==> src/rtl/tlv493d_poller_if.sv <==
// Avalon-MM bus between the TLV493D poller (master) and the I2C bridge (slave).
interface tlv493d_poller_if;
  logic [2:0]  avm_address;
  logic        avm_write;
  logic [31:0] avm_writedata;
  logic        avm_read;
  logic [31:0] avm_readdata;
  logic        avm_waitrequest;

  modport master (
    output avm_address, avm_write, avm_writedata, avm_read,
    input  avm_readdata, avm_waitrequest
  );

  modport slave (
    input  avm_address, avm_write, avm_writedata, avm_read,
    output avm_readdata, avm_waitrequest
  );
endinterface

==> src/rtl/tlv493d_poller.sv <==
// Autonomous TLV493D poller: programs the I2C bridge for a 7-byte read, drains its FIFO,
// decodes Bx/By/Bz/temperature and strobes each new sample.
module tlv493d_poller #(
  parameter int unsigned CLOCK_SPEED_HZ = 50_000_000,
  parameter int unsigned POLL_HZ        = 100,
  parameter int unsigned NUM_BYTES      = 7
) (
  input  logic                    clock,
  input  logic                    reset,
  input  logic                    enable,
  input  logic [6:0]              slave_addr,
  tlv493d_poller_if.master        avm,
  output logic [11:0]             bx,
  output logic [11:0]             by,
  output logic [11:0]             bz,
  output logic [11:0]             temp,
  output logic [1:0]              frame_cnt,
  output logic                    sample_valid,
  output logic                    stale,
  output logic                    error,
  output logic [15:0]             sample_count
);

  localparam int unsigned PollTicks = CLOCK_SPEED_HZ / POLL_HZ;
  localparam int unsigned CntW      = $clog2(PollTicks + 1);
  localparam logic [CntW-1:0] CntLoad = CntW'(PollTicks - 1);

  typedef enum logic [3:0] {
    StIdle, StWrAddr, StWrRw, StWrNb, StWrRo, StWrEna,
    StRdAck, StRdUsedw, StRdW0, StRdW1, StDecode, StErr, StWait
  } state_e;

  state_e          state_q, state_d;
  logic            gap_q, gap_d;
  logic [CntW-1:0] cnt_q, cnt_d;
  logic [29:0]     w0_q, w0_d;   // word 0 minus the two unused low bits of b3
  logic [19:0]     w1_q, w1_d;   // {b4, b5[3:0], b6}

  logic [11:0] bx_q, by_q, bz_q, temp_q;
  logic [1:0]  frame_cnt_q;
  logic        sample_valid_q, stale_q, have_q;
  logic [15:0] sample_count_q;

  logic [2:0]  acc_addr;
  logic [31:0] acc_data;
  state_e      acc_next;
  logic        acc_wr, acc_rd;

  // Per-state bus access: register address, write data and follow-on state.
  always_comb begin
    acc_addr = 3'd0;
    acc_data = 32'd0;
    acc_next = state_q;
    acc_wr   = 1'b0;
    acc_rd   = 1'b0;
    unique case (state_q)
      StWrAddr:  begin acc_wr = 1'b1; acc_addr = 3'd0; acc_data = {25'd0, slave_addr};
                       acc_next = StWrRw; end
      StWrRw:    begin acc_wr = 1'b1; acc_addr = 3'd2; acc_data = 32'd1; acc_next = StWrNb; end
      StWrNb:    begin acc_wr = 1'b1; acc_addr = 3'd4; acc_data = 32'(NUM_BYTES);
                       acc_next = StWrRo; end
      StWrRo:    begin acc_wr = 1'b1; acc_addr = 3'd6; acc_data = 32'd1; acc_next = StWrEna; end
      StWrEna:   begin acc_wr = 1'b1; acc_addr = 3'd3; acc_data = 32'd1; acc_next = StRdAck; end
      StRdAck:   begin acc_rd = 1'b1; acc_addr = 3'd5; acc_next = StRdUsedw; end
      StRdUsedw: begin acc_rd = 1'b1; acc_addr = 3'd6; acc_next = StRdW0; end
      StRdW0:    begin acc_rd = 1'b1; acc_addr = 3'd1; acc_next = StRdW1; end
      StRdW1:    begin acc_rd = 1'b1; acc_addr = 3'd1; acc_next = StDecode; end
      default:   ;
    endcase
  end

  always_comb begin
    state_d = state_q;
    gap_d   = 1'b0;
    cnt_d   = cnt_q;
    w0_d    = w0_q;
    w1_d    = w1_q;
    avm.avm_address   = 3'd0;
    avm.avm_write     = 1'b0;
    avm.avm_writedata = 32'd0;
    avm.avm_read      = 1'b0;
    unique case (state_q)
      StIdle: if (enable) state_d = StWrAddr;
      StDecode, StErr: begin
        state_d = StWait;
        cnt_d   = CntLoad;
      end
      StWait: begin
        if (!enable) begin
          state_d = StIdle;
        end else if (cnt_q == '0) begin
          state_d = StWrAddr;
        end else begin
          cnt_d = cnt_q - 1'b1;
        end
      end
      default: begin
        // gap_q marks the mandatory idle cycle after each completed access
        if (!gap_q) begin
          avm.avm_write     = acc_wr;
          avm.avm_read      = acc_rd;
          avm.avm_address   = acc_addr;
          avm.avm_writedata = acc_data;
          if (!avm.avm_waitrequest) begin
            gap_d   = 1'b1;
            state_d = acc_next;
            unique case (state_q)
              StRdAck:   if (avm.avm_readdata != 32'd0) state_d = StErr;
              StRdUsedw: if (avm.avm_readdata < 32'd2) state_d = StErr;
              StRdW0:    w0_d = avm.avm_readdata[31:2];
              StRdW1:    w1_d = {avm.avm_readdata[31:24], avm.avm_readdata[19:8]};
              default:   ;
            endcase
          end
        end
      end
    endcase
  end

  always_ff @(posedge clock or posedge reset) begin
    if (reset) begin
      state_q <= StIdle;
      gap_q   <= 1'b0;
      cnt_q   <= '0;
      w0_q    <= '0;
      w1_q    <= '0;
    end else begin
      state_q <= state_d;
      gap_q   <= gap_d;
      cnt_q   <= cnt_d;
      w0_q    <= w0_d;
      w1_q    <= w1_d;
    end
  end

  always_ff @(posedge clock or posedge reset) begin
    if (reset) begin
      bx_q           <= '0;
      by_q           <= '0;
      bz_q           <= '0;
      temp_q         <= '0;
      frame_cnt_q    <= '0;
      sample_valid_q <= 1'b0;
      stale_q        <= 1'b0;
      have_q         <= 1'b0;
      sample_count_q <= '0;
    end else begin
      sample_valid_q <= 1'b0;
      if (state_q == StDecode) begin
        bx_q           <= {w0_q[29:22], w1_q[19:16]};
        by_q           <= {w0_q[21:14], w1_q[15:12]};
        bz_q           <= {w0_q[13:6], w1_q[11:8]};
        temp_q         <= {w0_q[5:2], w1_q[7:0]};
        frame_cnt_q    <= w0_q[1:0];
        // first sample after reset has nothing to compare against
        stale_q        <= have_q && (w0_q[1:0] == frame_cnt_q);
        have_q         <= 1'b1;
        sample_valid_q <= 1'b1;
        sample_count_q <= sample_count_q + 16'd1;
      end
    end
  end

  assign bx           = bx_q;
  assign by           = by_q;
  assign bz           = bz_q;
  assign temp         = temp_q;
  assign frame_cnt    = frame_cnt_q;
  assign sample_valid = sample_valid_q;
  assign stale        = stale_q;
  assign sample_count = sample_count_q;
  assign error        = (state_q == StErr);

endmodule

==> src/flat_wrapper.sv <==
// flat-port wrapper written by rule: the top's interface ports become plain ports
module tlv493d_poller_flat 
#(
  parameter int unsigned CLOCK_SPEED_HZ = 50_000_000,
  parameter int unsigned POLL_HZ        = 100,
  parameter int unsigned NUM_BYTES      = 7
)
  (clock, reset, enable, slave_addr, bx, by, bz, temp, frame_cnt, sample_valid, stale, error, sample_count, avm_avm_address, avm_avm_write, avm_avm_writedata, avm_avm_read, avm_avm_readdata, avm_avm_waitrequest);
  tlv493d_poller_if avm_i ();
  input  logic clock;
  input  logic reset;
  input  logic enable;
  input  logic [6:0] slave_addr;
  output logic [11:0] bx;
  output logic [11:0] by;
  output logic [11:0] bz;
  output logic [11:0] temp;
  output logic [1:0] frame_cnt;
  output logic sample_valid;
  output logic stale;
  output logic error;
  output logic [15:0] sample_count;
  output wire logic [$bits(avm_i.avm_address)-1:0] avm_avm_address;
  output wire logic [$bits(avm_i.avm_write)-1:0] avm_avm_write;
  output wire logic [$bits(avm_i.avm_writedata)-1:0] avm_avm_writedata;
  output wire logic [$bits(avm_i.avm_read)-1:0] avm_avm_read;
  input wire logic [$bits(avm_i.avm_readdata)-1:0] avm_avm_readdata;
  input wire logic [$bits(avm_i.avm_waitrequest)-1:0] avm_avm_waitrequest;
  assign avm_avm_address = avm_i.avm_address;
  assign avm_avm_write = avm_i.avm_write;
  assign avm_avm_writedata = avm_i.avm_writedata;
  assign avm_avm_read = avm_i.avm_read;
  assign avm_i.avm_readdata = avm_avm_readdata;
  assign avm_i.avm_waitrequest = avm_avm_waitrequest;
  tlv493d_poller #(.CLOCK_SPEED_HZ(CLOCK_SPEED_HZ), .POLL_HZ(POLL_HZ), .NUM_BYTES(NUM_BYTES)) u_core (.clock(clock), .reset(reset), .enable(enable), .slave_addr(slave_addr), .avm(avm_i), .bx(bx), .by(by), .bz(bz), .temp(temp), .frame_cnt(frame_cnt), .sample_valid(sample_valid), .stale(stale), .error(error), .sample_count(sample_count));
endmodule
==> config.mk <==
export PLATFORM = sky130hd
export DESIGN_NAME = tlv493d_poller_flat
export DESIGN_NICKNAME = d
export VERILOG_FILES = /design/src/rtl/tlv493d_poller_if.sv /design/src/rtl/tlv493d_poller.sv /design/src/flat_wrapper.sv
export SDC_FILE = /design/constraint.sdc
export NUM_CORES = 1
export LEC_CHECK = 0
export BUFFER_PORTS_ARGS = -buffer_cell sky130_fd_sc_hd__buf_2
export CAP_MARGIN = 5
export CORE_AREA = 10 10 138 140
export CTS_BUF_LIST = sky130_fd_sc_hd__clkbuf_16
export CTS_CLUSTER_DIAMETER = 80
export DETAILED_ROUTE_END_ITERATION = 8
export DIE_AREA = 0 0 148 150
export GPL_TIMING_DRIVEN = 0
export PLACE_DENSITY = 0.68
export SETUP_SLACK_MARGIN = 0.3
export SLEW_MARGIN = 25
export SYNTH_ARGS = -nofsm -noshare
export SYNTH_HDL_FRONTEND = slang
export SYNTH_SLANG_ARGS = --single-unit
==> constraint.sdc <==
create_clock -name clock -period 6.05 [get_ports clock]
set_input_delay 1.21 -clock clock [delete_from_list [all_inputs] [get_ports clock]]
set_output_delay 1.21 -clock clock [all_outputs]
set_load 0.01 [all_outputs]
==> flow_summary.yaml <==
outcome:
  status: "complete, no violations"
placed_design:
  placed_area_sq_mm: 0.00744
  dp_hpwl_um: 11600
  port_buffers: 123
  dp_slack_ns: 3.05
  place.gp.congestion: 0.907
grt:
  grt_max_degree: 84
  grt_pass1_vias: 4827
  overflow: 0
  antenna_found_initial: 3
  grt_pass1_wl_um: 25200
  grt_usage_pct: 14.1
run:
  cap_viol_max_count: 0
timing:
  final_hold_viol_count: 0
  rsz0062_at_grt: "false"
  maxSlewViolCount: 0
  fin_worst_skew_ns: 0.00705
  layout_setup_ws_ns: 2.75
  setup_viol: 0
  fmax_ghz: 0.303
  relSlewSlack_pct: 48.8
  worst_pin_slew_ns: 0.767
  min_period_over_period_pct: 54.6
  fin_crit_ns: 3.30
  tns_ns: 0
route:
  highest_layer: "met5"
  vias: 4559
  vias_per_cell: 5.01
  wl_per_cell_um: 17.0
  detail-route-antenna-nets: 0
  wl_um: 15500
  wl_met3_um: 1270
  dr.pass1.iters: 4
  route.met2.wl_um: 7530
  drt_iter0_drc: 201
  drc: 0
  wl_met1_um: 6520
yosys:
  ys_warn_count: 0
  ys_seq_area_share_pct: 55.7
  synthCells: 512
  postSynthAreaPerCell_sq_um: 12.5
  synth_area_sq_mm: 0.00642
  netlist-cell-type-count: 56
  synth-edff-count: 0
  yosys_most_used_dff: "dfrtp_1"
  ys_ff_latch: 143
  async_flop_share_pct: 100
cts:
  cts_hold_buf: 0
  cts.sinks: 143
  cts_buffers: 17
  cts_buffer_depth: 2
  path_clk_slew_ns: 0.06
  cts_resized: 0
  htreeDepth: 4
  clock-root-buffer: "clkbuf_16"
  cts_tree: "built"
  clk_latency_ns: 0.41
  cts_setup_buffers: 0
setup_path:
  cp_slowest_cell: "clkbuf_1"
  critPathArrivalTime_ns: 2.09
  path_delay_family: "buffers and inverters"
  cp_num_buf_inv: 3
  worstSetupPathType: "reg2out"
  required_ns: 4.84
  max_stage_delay_ns: 0.38
  critPathLaunchType: "flop"
  crit_chain: "buf_4, clkbuf_1, nor2b_1, a21oi_1, nor2_1, a21oi_1, nor2_1, buf_2"
  end_kind: "output port"
  path_max_fanout: 10
power_and_ir_drop:
  p_leak_nw: 4.00
  power_density_mw_per_mm2: 424
  ir_drop_uv: 268
floorplan:
  die_w_um: 148
  fp.dieArea_sq_mm: 0.0222
  coreArea_sq_mm: 0.0163
  io_pins: 149
  die_h_um: 150
  initial_core_util_pct: 39.3
  rows: 47
final_layout:
  multi_input_area_sq_mm: 0.00261
  drive_above_1_share_pct: 43.8
  final-seq-area_sq_mm: 0.00358
  final_area_sq_mm: 0.00794
  layout_common_cells: "143 x dfrtp_1, 131 x buf_2, 101 x mux2_2"
  layout_commonest_cell: "dfrtp_1"
  syn2layout_area_growth_pct: 23.7
  fillers: 1525
  antennaDiodeCount: 0
  fin_nets: 724
min_path:
  hold_path_class: "reg2reg"
## routing by layer
metal / GRT usage, % / vias to the layer above
li1: - / 2114
met1: 16.6 / 2294
met2: 23.0 / 132
met3: 6.28 / 15
met4: 3.72 / 4
met5: 0 / -
## worst reg2reg max path: cells and delay by family, from the launching register on
kind | cells | cell delay, ns
buf+inv | 4 | 1.26
flops | 1 | 0.36
mux | 1 | 0.36
simple gates | 1 | 0.30
## final timing paths
check                      cells past startpoint                 endpoint  slack, ns         startpoint
max                                            8       avm_avm_address[0]       2.75  u_core.state_q[2]
min                                            1            u_core.have_q       0.47      u_core.have_q
max reg2reg                                    6            u_core.bz[11]       3.65  u_core.state_q[0]
min reg2reg                                    1            u_core.have_q       0.47      u_core.have_q
max in group asynchronous                      3           u_core.temp[6]       4.50              reset
min in group asynchronous                      2  u_core.sample_count[15]       0.81              reset
## synthesized netlist by cell type (6+ instances only)
library cell  number  area (sq um)
or3_1              6          37.5
nor2_1            24          90.1
a21oi_1           14          70.1
buf_2              8          40.0
o21ai_0            8          40.0
mux2_2           101          1140
nor3_1            11          55.1
nor2b_1            6          37.5
xnor2_1           18           158
inv_1              8          30.0
nand2_1           20          75.1
nand4_1            7          43.8
nand3_1           11          55.1
clkbuf_1          14          52.6
dfrtp_1          143          3580
and2_1             7          43.8
buf_4             26           195
nor4_1             9          56.3
xor2_1             9          78.8
## stage by stage
step,power (mW),utilization (%),cells,hold WS [ns]
6_report,3.37,48.6,910,0.471
5_1_grt,3.59,48.6,910,0.494
4_1_cts,3.40,48.6,910,0.471
3_5_place_dp,2.49,45.5,880,0.456
3_3_place_gp,2.44,45.3,879,0.452
2_1_floorplan,2.11,-,536,0.439
## area by class of cell
class / count / area share (%)
tap: 220 / 3.47
timing repair buffer: 124 / 8.10
clock buffer: 17 / 5.36
multi-input combinational: 336 / 32.8
inverter: 8 / 0.473
clock inverter: 13 / 0.977
sequential: 143 / 45.1
buffer: 49 / 3.77
## power breakdown
part	total (mW)	internal, mW	switching, mW
Combinational	0.992	0.495	0.497
Clock	0.899	0.512	0.387
Sequential	1.48	1.29	0.194
Total	3.37	2.29	1.08
## sequential cells by signal, indices dropped and copies added (netlist names), 2 cells and up
name,count
u_core.bx,12
u_core.by,12
u_core.bz,12
u_core.cnt_q,19
u_core.frame_cnt,2
u_core.sample_count,16
u_core.state_q,4
u_core.temp,12
u_core.w0_q,30
u_core.w1_q,20
## cells by family after synthesis
kind of cell,synth area share [%]
xor gates and xnor gates,3.68
muxes,17.9
and+or+nand+nor,11.3
other,0.0584
DFF,55.7
buffers and inverters,5.12
AOI/OAI and AO/OA,5.86
adders and majority gates,0.390
(Power assumes the default switching activity.)
